**src/rtl/main_control.sv**
```systemverilog
// Multicycle MIPS main control FSM: sequences fetch/decode/execute
// and decodes Moore control outputs from the current state.
//
// Ports:
//   clk, reset   rising-edge clock, synchronous active-high reset
//   op           opcode, sampled in DECODE only
//   irWrite, pcWrite, branch, regWrite, memWrite   write enables
//   iord, regDst, memtoReg, aluSrcA                 1-bit mux selects
//   aluSrcB, aluOp, pcSrc                           2-bit selects
//   state        current state, debug only
module main_control #(
  parameter int OP_WIDTH    = 6,
  parameter int STATE_WIDTH = 4
) (
  input  logic                   clk,
  input  logic                   reset,
  input  logic [OP_WIDTH-1:0]    op,
  output logic                   irWrite,
  output logic                   pcWrite,
  output logic                   branch,
  output logic                   regWrite,
  output logic                   memWrite,
  output logic                   iord,
  output logic                   regDst,
  output logic                   memtoReg,
  output logic                   aluSrcA,
  output logic [1:0]             aluSrcB,
  output logic [1:0]             aluOp,
  output logic [1:0]             pcSrc,
  output logic [STATE_WIDTH-1:0] state
);

  typedef enum logic [STATE_WIDTH-1:0] {
    FETCH   = STATE_WIDTH'(0),
    DECODE  = STATE_WIDTH'(1),
    MEMADR  = STATE_WIDTH'(2),
    MEMRD   = STATE_WIDTH'(3),
    MEMWB   = STATE_WIDTH'(4),
    MEMWR   = STATE_WIDTH'(5),
    RTYPEEX = STATE_WIDTH'(6),
    RTYPEWB = STATE_WIDTH'(7),
    BEQEX   = STATE_WIDTH'(8),
    ADDIEX  = STATE_WIDTH'(9),
    ADDIWB  = STATE_WIDTH'(10),
    JEX     = STATE_WIDTH'(11)
  } state_t;

  localparam logic [OP_WIDTH-1:0] OP_LW   = OP_WIDTH'(6'b100011);
  localparam logic [OP_WIDTH-1:0] OP_SW   = OP_WIDTH'(6'b101011);
  localparam logic [OP_WIDTH-1:0] OP_RT   = OP_WIDTH'(6'b000000);
  localparam logic [OP_WIDTH-1:0] OP_BEQ  = OP_WIDTH'(6'b000100);
  localparam logic [OP_WIDTH-1:0] OP_ADDI = OP_WIDTH'(6'b001000);
  localparam logic [OP_WIDTH-1:0] OP_J    = OP_WIDTH'(6'b000010);

  state_t st;
  // op is only valid in DECODE, so the load/store choice is kept
  // for the MEMADR branch.
  logic   is_sw;

  always_ff @(posedge clk) begin
    if (reset) begin
      st    <= FETCH;
      is_sw <= 1'b0;
    end else begin
      case (st)
        FETCH:  st <= DECODE;
        DECODE: begin
          is_sw <= (op == OP_SW);
          if (op == OP_LW || op == OP_SW) st <= MEMADR;
          else if (op == OP_RT)           st <= RTYPEEX;
          else if (op == OP_BEQ)          st <= BEQEX;
          else if (op == OP_ADDI)         st <= ADDIEX;
          else if (op == OP_J)            st <= JEX;
          else                            st <= FETCH;
        end
        MEMADR:  st <= is_sw ? MEMWR : MEMRD;
        MEMRD:   st <= MEMWB;
        RTYPEEX: st <= RTYPEWB;
        ADDIEX:  st <= ADDIWB;
        default: st <= FETCH;
      endcase
    end
  end

  logic ir_w, pc_w, br_w, rf_w, mem_w;

  always_comb begin
    ir_w     = 1'b0;
    pc_w     = 1'b0;
    br_w     = 1'b0;
    rf_w     = 1'b0;
    mem_w    = 1'b0;
    iord     = 1'b0;
    regDst   = 1'b0;
    memtoReg = 1'b0;
    aluSrcA  = 1'b0;
    aluSrcB  = 2'b00;
    aluOp    = 2'b00;
    pcSrc    = 2'b00;
    case (st)
      FETCH: begin
        ir_w    = 1'b1;
        pc_w    = 1'b1;
        aluSrcB = 2'b01;
      end
      DECODE: aluSrcB = 2'b11;
      MEMADR: begin
        aluSrcA = 1'b1;
        aluSrcB = 2'b10;
      end
      MEMRD: iord = 1'b1;
      MEMWB: begin
        rf_w     = 1'b1;
        memtoReg = 1'b1;
      end
      MEMWR: begin
        iord  = 1'b1;
        mem_w = 1'b1;
      end
      RTYPEEX: begin
        aluSrcA = 1'b1;
        aluOp   = 2'b10;
      end
      RTYPEWB: begin
        rf_w   = 1'b1;
        regDst = 1'b1;
      end
      BEQEX: begin
        aluSrcA = 1'b1;
        aluOp   = 2'b01;
        pcSrc   = 2'b01;
        br_w    = 1'b1;
      end
      ADDIEX: begin
        aluSrcA = 1'b1;
        aluSrcB = 2'b10;
      end
      ADDIWB: rf_w = 1'b1;
      JEX: begin
        pc_w  = 1'b1;
        pcSrc = 2'b10;
      end
      default: ;
    endcase
  end

  // Write enables are held off while reset is asserted; the mux
  // selects keep following the state.
  assign irWrite  = ir_w  & ~reset;
  assign pcWrite  = pc_w  & ~reset;
  assign branch   = br_w  & ~reset;
  assign regWrite = rf_w  & ~reset;
  assign memWrite = mem_w & ~reset;
  assign state    = st;

endmodule
```
**config.mk**
```make
export PLATFORM = sky130hd
export DESIGN_NAME = main_control
export DESIGN_NICKNAME = d
export VERILOG_FILES = /design/src/rtl/main_control.sv
export SDC_FILE = /design/constraint.sdc
export NUM_CORES = 1
export LEC_CHECK = 0
export CORE_MARGIN = 2
export CORE_UTILIZATION = 38
export CTS_CLUSTER_DIAMETER = 200
export DETAILED_ROUTE_END_ITERATION = 7
export PLACE_DENSITY = 0.77
export SLEW_MARGIN = 5
export SYNTH_ARGS = -nofsm -noshare
export SYNTH_HDL_FRONTEND = slang
export SYNTH_SLANG_ARGS = --single-unit
```
**constraint.sdc**
```tcl
create_clock -name clk -period 1.7 [get_ports clk]
set_input_delay 0.34 -clock clk [delete_from_list [all_inputs] [get_ports clk]]
set_output_delay 0.34 -clock clk [all_outputs]
set_load 0.02 [all_outputs]
```
# After elaboration in Yosys (flattened, before gate mapping)
# Index checks and enable logic that the tools add are counted.
[totals]
ff_bits = 5
input_bits = 8
output_inout_bits = 19
word_cells = 51
[op_classes]
eq_ne = 16
n_mux = 19
bitwise_logic = 6
reduce_logical = 8
[op_table]
columns = ["cell", "count"]
rows = [
  ["case mux 4 bit (6 select lines)", 1],
  ["2-to-1 mux 4 bit", 5],
  ["equality test 4 x 3 -> 1 bit (second input constant)", 4],
  ["equality test 4 bit (second input constant)", 4],
  ["equality test 6 bit (second input constant)", 2],
  ["2-to-1 mux 1 bit", 9],
  ["equality test 4 x 2 -> 1 bit (second input constant)", 2],
  ["case mux 2 bit (2 select lines)", 2],
  ["equality test 6 x 2 -> 1 bit (second input constant)", 1],
  ["equality test 6 x 3 -> 1 bit (second input constant)", 1],
  ["equality test 6 x 4 -> 1 bit (second input constant)", 1],
  ["logical NOT 6 bit", 1],
  ["case mux 2 bit (3 select lines)", 1],
  ["OR reduction 2 bit", 3],
  ["bitwise AND 1 bit", 5],
  ["equality test 4 x 1 -> 1 bit (second input constant)", 1],
  ["logical NOT 4 bit", 1],
  ["OR reduction 4 bit", 1],
  ["2-to-1 mux 3 bit", 1],
  ["OR reduction 3 bit", 1],
  ["logical OR 1 bit", 1],
  ["NOT 1 bit", 1],
]

# Depth between registers and ports, before layout
# Gate-level depths: netlist of run 1.
[logic_depth]
word_depth = 7
ltp_mapped = 4
ltp_nobuf = 3

# Worst setup path after synthesis of run 1
# OpenSTA, ideal clock, no wires.
[synth_timing]
kind = "register to output"
from = "reg st[3], in the netlist state[3]"
to = "out pcWrite"
arrival_ns = 1.573
t_required_ns = 1.360
slack_ns = -0.213
path_stages_with_launch = 4
path_buffers = 1
path_cell_list = "dfxtp_1 clkbuf_1 or3_1 a211oi_1"
[synth_between]
elab_chain_cells = 4
word_cells_on_any_way = 5
cone_classes = "1 x eq/ne; 1 x mux; 1 x bitwise; 2 x reduce/logical"
[synth_rtl]
columns = ["element", "line", "rtl"]
rows = [
  ["start: declaration", "55", "state_t st;"],
  ["start signal: assignment", "76", "MEMADR: st <= is_sw ? MEMWR : MEMRD;"],
  ["equality test 4 bit / logical NOT 4 bit (equally long branches)", "100", "case (st)"],
  ["OR reduction 2 bit (no source line) (*)", "--", ""],
  ["2-to-1 mux 1 bit (*)", "100", ""],
  ["bitwise AND 1 bit (*)", "150", "assign pcWrite = pc_w & ~reset;"],
  ["end: declaration", "19", "output logic pcWrite,"],
]
# Mark *: on every way between the ends. The rest lies on a longest branch, timed or not.

# Worst setup path after layout of run 1
[layout_timing]
from = "reg st[3], in the netlist state[3]"
to = "out irWrite"
[layout_between]
elab_chain_cells = 3
[layout_rtl]
columns = ["element", "line", "rtl"]
rows = [
  ["logical NOT 4 bit", "100", ""],
  ["2-to-1 mux 1 bit", "100", ""],
  ["bitwise AND 1 bit", "149", "assign irWrite = ir_w & ~reset;"],
  ["end: declaration", "18", "output logic irWrite,"],
]
# Every way passes these cells.

==> results of run 1 <==
worst paths after layout:
kind | cells after the start | endpoint
max | 3 | irWrite
min | 2 | is_sw
max reg2reg | 6 | state[3]
min reg2reg | 2 | is_sw
cell type report:
type                       instances  area, µm²
tap                               15       18.8
timing repair buffer              46        367
clock buffer                       4       26.3
inverter                           1       3.75
multi-input combinational         59        447
fill                             112        332
sequential                         5        108
registers in the layout, indices dropped and copies added, names as in the netlist:
signal and cells:
state 4, is_sw 1
per-layer routing:
metal  track usage, %  wire length (µm)  vias up
li1                 -                 -      361
met4             2.42                 0        0
met3             6.38               111        0
met1             22.8               678      324
met5                0                 0        -
met2             46.5               962       27
cells in the mapped netlist:
| master | number |
|---|---|
| nor2_1 | 7 |
| nor3_1 | 7 |
| nand2b_1 | 6 |
| dfxtp_1 | 5 |
| a21oi_1 | 4 |
| a211oi_1 | 3 |
| clkbuf_1 | 3 |
| buf_2 | 2 |
| nand2_1 | 2 |
| nand3_1 | 2 |
| nor3b_1 | 2 |
| nor4_1 | 2 |
| or2_2 | 2 |
| or3_1 | 2 |
| xor2_1 | 2 |
| a2111oi_2 | 1 |
| a21o_1 | 1 |
| a221oi_1 | 1 |
| a221oi_2 | 1 |
| a32oi_1 | 1 |
| and3_1 | 1 |
| buf_1 | 1 |
| inv_1 | 1 |
| nand3b_1 | 1 |
| nand4_1 | 1 |
| nand4b_1 | 1 |
| nor2b_1 | 1 |
| nor4b_4 | 1 |
| nor4bb_1 | 1 |
| o211ai_1 | 1 |
| o21ai_0 | 1 |
| o32a_1 | 1 |
| or2_4 | 1 |
| or4_1 | 1 |
| xnor2_1 | 1 |
through the flow:
stage	TNS (ps)	area (µm²)
floorplan	-198	551
global placement	-3110	955
detailed placement	-3290	955
CTS	-37.4	952
global route	-164	970
finish	0	970
worst register-to-register path: stages (launching register included):
cell       delay, ps
dfxtp_4          370
buf_6            140
nand2b_4         140
buf_4            140
buf_4            130
or2_4            250
a2111oi_2        340
power by group:
group	internal, mW	switching [mW]	total, mW
clock	0.0887	0.0480	0.137
combinational	0.0775	0.0735	0.151
sequential	0.120	0.00410	0.124
what timing repair did:
| action | CTS | global route |
|---|---|---|
| endpoints found under the setup margin | 18 | 15 |
| pin swaps | 1 | 1 |
| resized for setup | 66 | 18 |
cell families (layout without fill, tap and decap cells):
logic type	count (synthesis)	after routing	synth area share, %
XOR/XNOR	3	3	4.97
AND/OR/NAND/NOR	41	41	48.0
flip-flops	5	5	18.9
buffers and inverters	7	51	5.44
AO/OA/AOI/OAI	15	15	22.7
==> run_results.csv, run 1 <==
group,metric,value,unit
outcome,run_status,"finished clean",
worst_setup_path,critPathCaptureType,"output pin",
pwr,finalPower,0.412,mW
placement,globalplace.congestion,0.789,
worst_setup_path,cp_top_family,"simple AND/OR/NAND/NOR gates",
pwr,p_leak,0.428,nW
sta,hold_viol_final,0,
clocking,cts-root-buf,"clkbuf_4",
route,drt_iter0_markers,5,
route,vias,712,
global_routing,track_usage,22.7,%
pwr,vdd_drop_max,404,µV
synth,synth_cell_types,35,
synth,syn-num-nets,79,
finish,final_nets,124,
hold_path,min_from,"is_sw",
sta,maxSlewViolCount,0,
floorplan,core,1300,µm²
worst_setup_path,r2r_start,"state[1]",
floorplan,pin_count,27,
floorplan,rows,13,
worst_setup_path,cp.required,1360,ps
global_routing,grt_pass1_wl,2580,µm
synth,synth_area_per_cell,7.45,µm²
sta,fin_worst_skew,5.51,ps
worst_setup_path,crit_start,"state[3]",
worst_setup_path,worstSetupPathType,"reg2out",
sta,hold_slack,501,ps
finish,diodes,0,
route,via_per_inst,5.48,
finish,area_delta_synth_final,83.2,%
sta,setup_slack,6.68,ps
route,drtAntennaViolNets,0,
worst_setup_path,critPathMaxFanout,7,
clocking,cts_tree,"yes",
floorplan,initial_core_util,40.7,%
hold_path,hp-class,"reg2reg",
clocking,clk_latency,240,ps
clocking,cts.reportedPaths.clkPinSlew,40,ps
worst_setup_path,ff2ff_setup_slack,80,ps
clocking,clk_path_buf_depth,2,
worst_setup_path,cp.arrival,1350,ps
sta,fmax,591,MHz
job,maxCapViolations,0,
synth,synth-seq-area-share,18.9,%
placement,port_buffers,26,
global_routing,antenna_found_initial,0,
clocking,ctsHoldBuffers,0,
route,drc,0,
pwr,power_density,425,nW/µm²
global_routing,grt_max_degree,12,
worst_setup_path,cp_num_buf_inv,1,
finish,drive_above_1_share,47.8,%
synth,syn_inst,71,
clocking,clock_sinks,5,
synth,synth_seq_cells,5,
finish,fin_cells,130,
global_routing,grt_pass1_vias,629,
synth,synth_top_cell_area_share,18.9,%
worst_setup_path,crit_chain,"or4_4 > nor2_4 > buf_4",
route,drt_first_pass_iters,4,
finish,final_core_utilization,74.5,%
floorplan,dieWidth,41.3,µm
sta,period_minus_slack,1690,ps
route,wirelength,1750,µm
route,post_drt_wl_per_cell,13.5,µm
sta,finalSetupViolCount,0,
placement,place_ws,-437,ps
clocking,postCtsSetupRepairBufs,0,
synth,mappedNetlistArea,529,µm²
sta,grt_setup_unrepaired,"true",
worst_setup_path,start_kind,"register",
placement,dp_cells,126,
global_routing,grt_remaining_overflow,0,
sta,max_slew_margin,76.1,%
synth,synth_largest_area_cell,"dfxtp_1",
floorplan,die_area,1710,µm²
sta,tightestPinTransition,354,ps
finish,final_common_cell,"buf_4",
placement,hpwlAfterDp,1320,µm
sta,post-route-period-util,99.6,%
finish,final_cell_mix,"buf_4, clkdlybuf4s50_1, nor2_1, nor3_1, buf_2",
synth,ys_warn_count,0,
clocking,htreeDepth,1,
worst_setup_path,crit_path_top_delay_cell,"or4_4",
clocking,cts_made_buffers,3,
synth,synthTopCellsByArea,"dfxtp_1, nand2b_1, nor3_1",
floorplan,die-height,41.3,µm
worst_setup_path,cpPeakStageDelay,550,ps
No activity file was read; power rests on OpenSTA's default activity.
==> inputs of run 2 (changes only) <==
--- a/config.mk
+++ b/config.mk
@@ -5,11 +5,11 @@
 export SDC_FILE = /design/constraint.sdc
 export NUM_CORES = 1
 export LEC_CHECK = 0
-export CORE_MARGIN = 2
-export CORE_UTILIZATION = 38
+export ABC_AREA = 1
+export CORE_UTILIZATION = 36
 export CTS_CLUSTER_DIAMETER = 200
 export DETAILED_ROUTE_END_ITERATION = 7
-export PLACE_DENSITY = 0.77
+export PLACE_DENSITY = 0.76
 export SLEW_MARGIN = 5
 export SYNTH_ARGS = -nofsm -noshare
 export SYNTH_HDL_FRONTEND = slang
==> run 2 against run 1 <==
- wire length down 10%
- die area decreased by 14%
- clock power is 5% lower
- combinational power decreased by 12%
- core utilization is 3.2 points higher
- critical endpoint is now state[3]
- highest routed layer is now met4
==> run_results.csv, run 2 <==
group,metric,value,unit
outcome,run_status,"finished clean",
synth,synth_seq_cells,5,
sta,fmax,609,MHz
route,drtAntennaViolNets,0,
placement,globalplace.congestion,0.788,
route,post_drt_wl_per_cell,10.1,µm
global_routing,grt_pass1_wl,2420,µm
worst_setup_path,critPathCaptureType,"output pin",
route,drc,0,
worst_setup_path,start_kind,"register",
sta,maxSlewViolCount,0,
finish,area_delta_synth_final,91.8,%
pwr,vdd_drop_max,613,µV
finish,regArea,108,µm²
floorplan,die_area,1470,µm²
worst_setup_path,critPathMaxFanout,4,
floorplan,die-height,38.3,µm
finish,diodes,0,
finish,final_common_cell,"buf_4",
sta,period_minus_slack,1640,ps
synth,mappedNetlistArea,474,µm²
route,drt_iter0_markers,7,
sta,finalSetupViolCount,0,
synth,synth_cell_types,15,
sta,post-route-period-util,96.6,%
pwr,p_comb_share,34.0,%
route,via_per_inst,4.63,
clocking,clock_sinks,5,
placement,port_buffers,26,
route,vias,718,
clocking,cts_tree,"yes",
worst_setup_path,cpPeakStageDelay,600,ps
worst_setup_path,cp_num_buf_inv,2,
finish,fin_area,910,µm²
route,wirelength,1570,µm
worst_setup_path,cp.required,1360,ps
finish,largest_reg_flops,4,
synth,netlist_top_cells_count,"nor2_1, nand2_1, inv_1",
synth,synth_largest_area_cell,"dfxtp_1",
synth,ys_warn_count,0,
pwr,swShare,30.2,%
synth,yosysMostFrequentCell,"nor2_1",
floorplan,dieWidth,38.3,µm
clocking,htreeDepth,1,
route,drt_first_pass_iters,4,
sta,tightestPinTransition,246,ps
synth,synth-seq-area-share,21.1,%
sta,hold_viol_final,0,
worst_setup_path,crit_chain,"buf_4 > clkdlybuf4s50_1",
sta,fin_tns_setup,0,ps
synth,synthFlopType,"dfxtp_1",
worst_setup_path,cp.arrival,1300,ps
synth,syn-num-nets,99,
finish,final_cell_mix,"buf_4, nand2_1, nor2_1",
worst_setup_path,crit_path_top_delay_cell,"clkdlybuf4s50_1",
finish,multiInputGateArea,325,µm²
global_routing,antenna_found_initial,0,
global_routing,track_usage,22.9,%
placement,place_ws,-365,ps
clocking,ctsHoldBuffers,0,
clocking,cts_made_buffers,3,
finish,fillCellCount,101,
job,maxCapViolations,0,
synth,syn_inst,91,
sta,fin_worst_skew,0.907,ps
worst_setup_path,cp_top_family,"buffers and inverters",
sta,grt_setup_unrepaired,"false",
floorplan,core,1170,µm²
sta,max_slew_margin,83.6,%
global_routing,grt_remaining_overflow,0,
placement,placed_cell_area,911,µm²
sta,setup_slack,57.6,ps
finish,drive_above_1_share,39.7,%
pwr,p_int,0.274,mW
pwr,switchingPower,0.119,mW
synth,synthTopCellsByArea,"dfxtp_1, nor2_1, nand2_1",
clocking,clk_path_buf_depth,2,
synth,ys_async_sr_fraction,0,%
placement,hpwlAfterDp,1280,µm
clocking,postCtsSetupRepairBufs,0,
floorplan,rows,12,
worst_setup_path,worstSetupPathType,"reg2out",
floorplan,initial_core_util,40.5,%
synth,synth_area_per_cell,5.21,µm²
clocking,clk_latency,230,ps
hold_path,hp-class,"reg2reg",
pwr,pwr-share-seq,33.0,%
pwr,p_leak,0.558,nW
pwr,power_frac_clock,33.0,%
global_routing,grt_max_degree,7,
pwr,power_density,432,nW/µm²
global_routing,grt_pass1_vias,624,
clocking,cts.reportedPaths.clkPinSlew,40,ps
floorplan,pin_count,27,
synth,synth_top_cell_area_share,21.1,%
synth,synth_edf_count,0,
sta,hold_slack,478,ps
clocking,cts-root-buf,"clkbuf_4",
finish,final_nets,150,
==> run 2: changes by cell type after synthesis, moves of 3 or more <==
cell / delta
nand2_1: +18
inv_1: +15
nor2_1: +14
nand3_1: +7
nor3_1: -7
nand2b_1: -6
nor2_2: +5
a211oi_1: -3
inv_2: +3
==> run 2: final timing paths <==
path | depth (start not counted) | to | slack (ps) | startpoint
worst max-delay path | 2 | state[3] | 60 | state[3]
worst min register to register | 2 | state[2] | 480 | is_sw
worst min-delay path | 2 | state[2] | 480 | is_sw
worst max register to register | 9 | state[0] | 470 | state[0]
==> run 2: through the flow <==
step / std cells / util (%) / power (mW)
3_5_place_dp: 151 / 77.8 / 0.272
4_1_cts: 155 / 79.9 / 0.399
6_report: 155 / 77.7 / 0.393
5_1_grt: 155 / 77.7 / 0.420
3_3_place_gp: 151 / 77.8 / 0.269
2_1_floorplan: 91 / - / 0.191
==> run 2: area by class of cell <==
cell class	count	share of cell area, %
Clock buffer	4	2.89
Timing Repair Buffer	47	39.8
Sequential cell	5	11.8
Inverter	19	7.84
Tap cell	14	1.93
Multi-Input combinational cell	66	35.8
==> run 2: worst min-delay path, stage by stage (launching register included) <==
cell and delay [ps]:
dfxtp_1 310, nand2_1 70, a21oi_1 60
==> run 2: cell families (layout without fill, tap and decap cells) <==
logic type / count (synthesis) / after routing / synth area share [%]
AND/OR/NAND/NOR: 59 / 59 / 54.9
AO/OA/AOI/OAI: 7 / 7 / 8.18
buffers and inverters: 20 / 70 / 15.8
flip-flops: 5 / 5 / 21.1
==> run 2: power groups by stage <==
stage / logic (mW) / registers (mW) / clock network, mW
2_1_floorplan: 0.0560 / 0.135 / 0
3_3_place_gp: 0.138 / 0.131 / 0
3_5_place_dp: 0.141 / 0.131 / 0
4_1_cts: 0.135 / 0.130 / 0.134
5_1_grt: 0.147 / 0.130 / 0.143
6_report: 0.133 / 0.130 / 0.130
==> run 2: repair_timing <==
action / 4_1_cts / 5_1_grt
gates cloned: 0 / 0
setup endpoints to repair: 17 / 17
pin swaps: 0 / 1
resized for setup: 43 / 21
==> run 2: per-layer routing <==
layer  global-route usage [%]  vias up  wire length [µm]
met5                        0        -                 0
met4                     2.68        0                12
met3                     3.49        2                81
met2                     41.9       18               816
met1                     28.4      320               658
li1                         -      378                 -
==> inputs of run 3 (changes only) <==
--- a/config.mk
+++ b/config.mk
@@ -8,6 +8,7 @@
 export ABC_AREA = 1
 export CORE_UTILIZATION = 36
 export CTS_CLUSTER_DIAMETER = 200
+export CTS_CLUSTER_SIZE = 28
 export DETAILED_ROUTE_END_ITERATION = 7
 export PLACE_DENSITY = 0.76
 export SLEW_MARGIN = 5
==> results of run 3 <==
The final DEF is identical to that of run 2; final timing and power are the same.
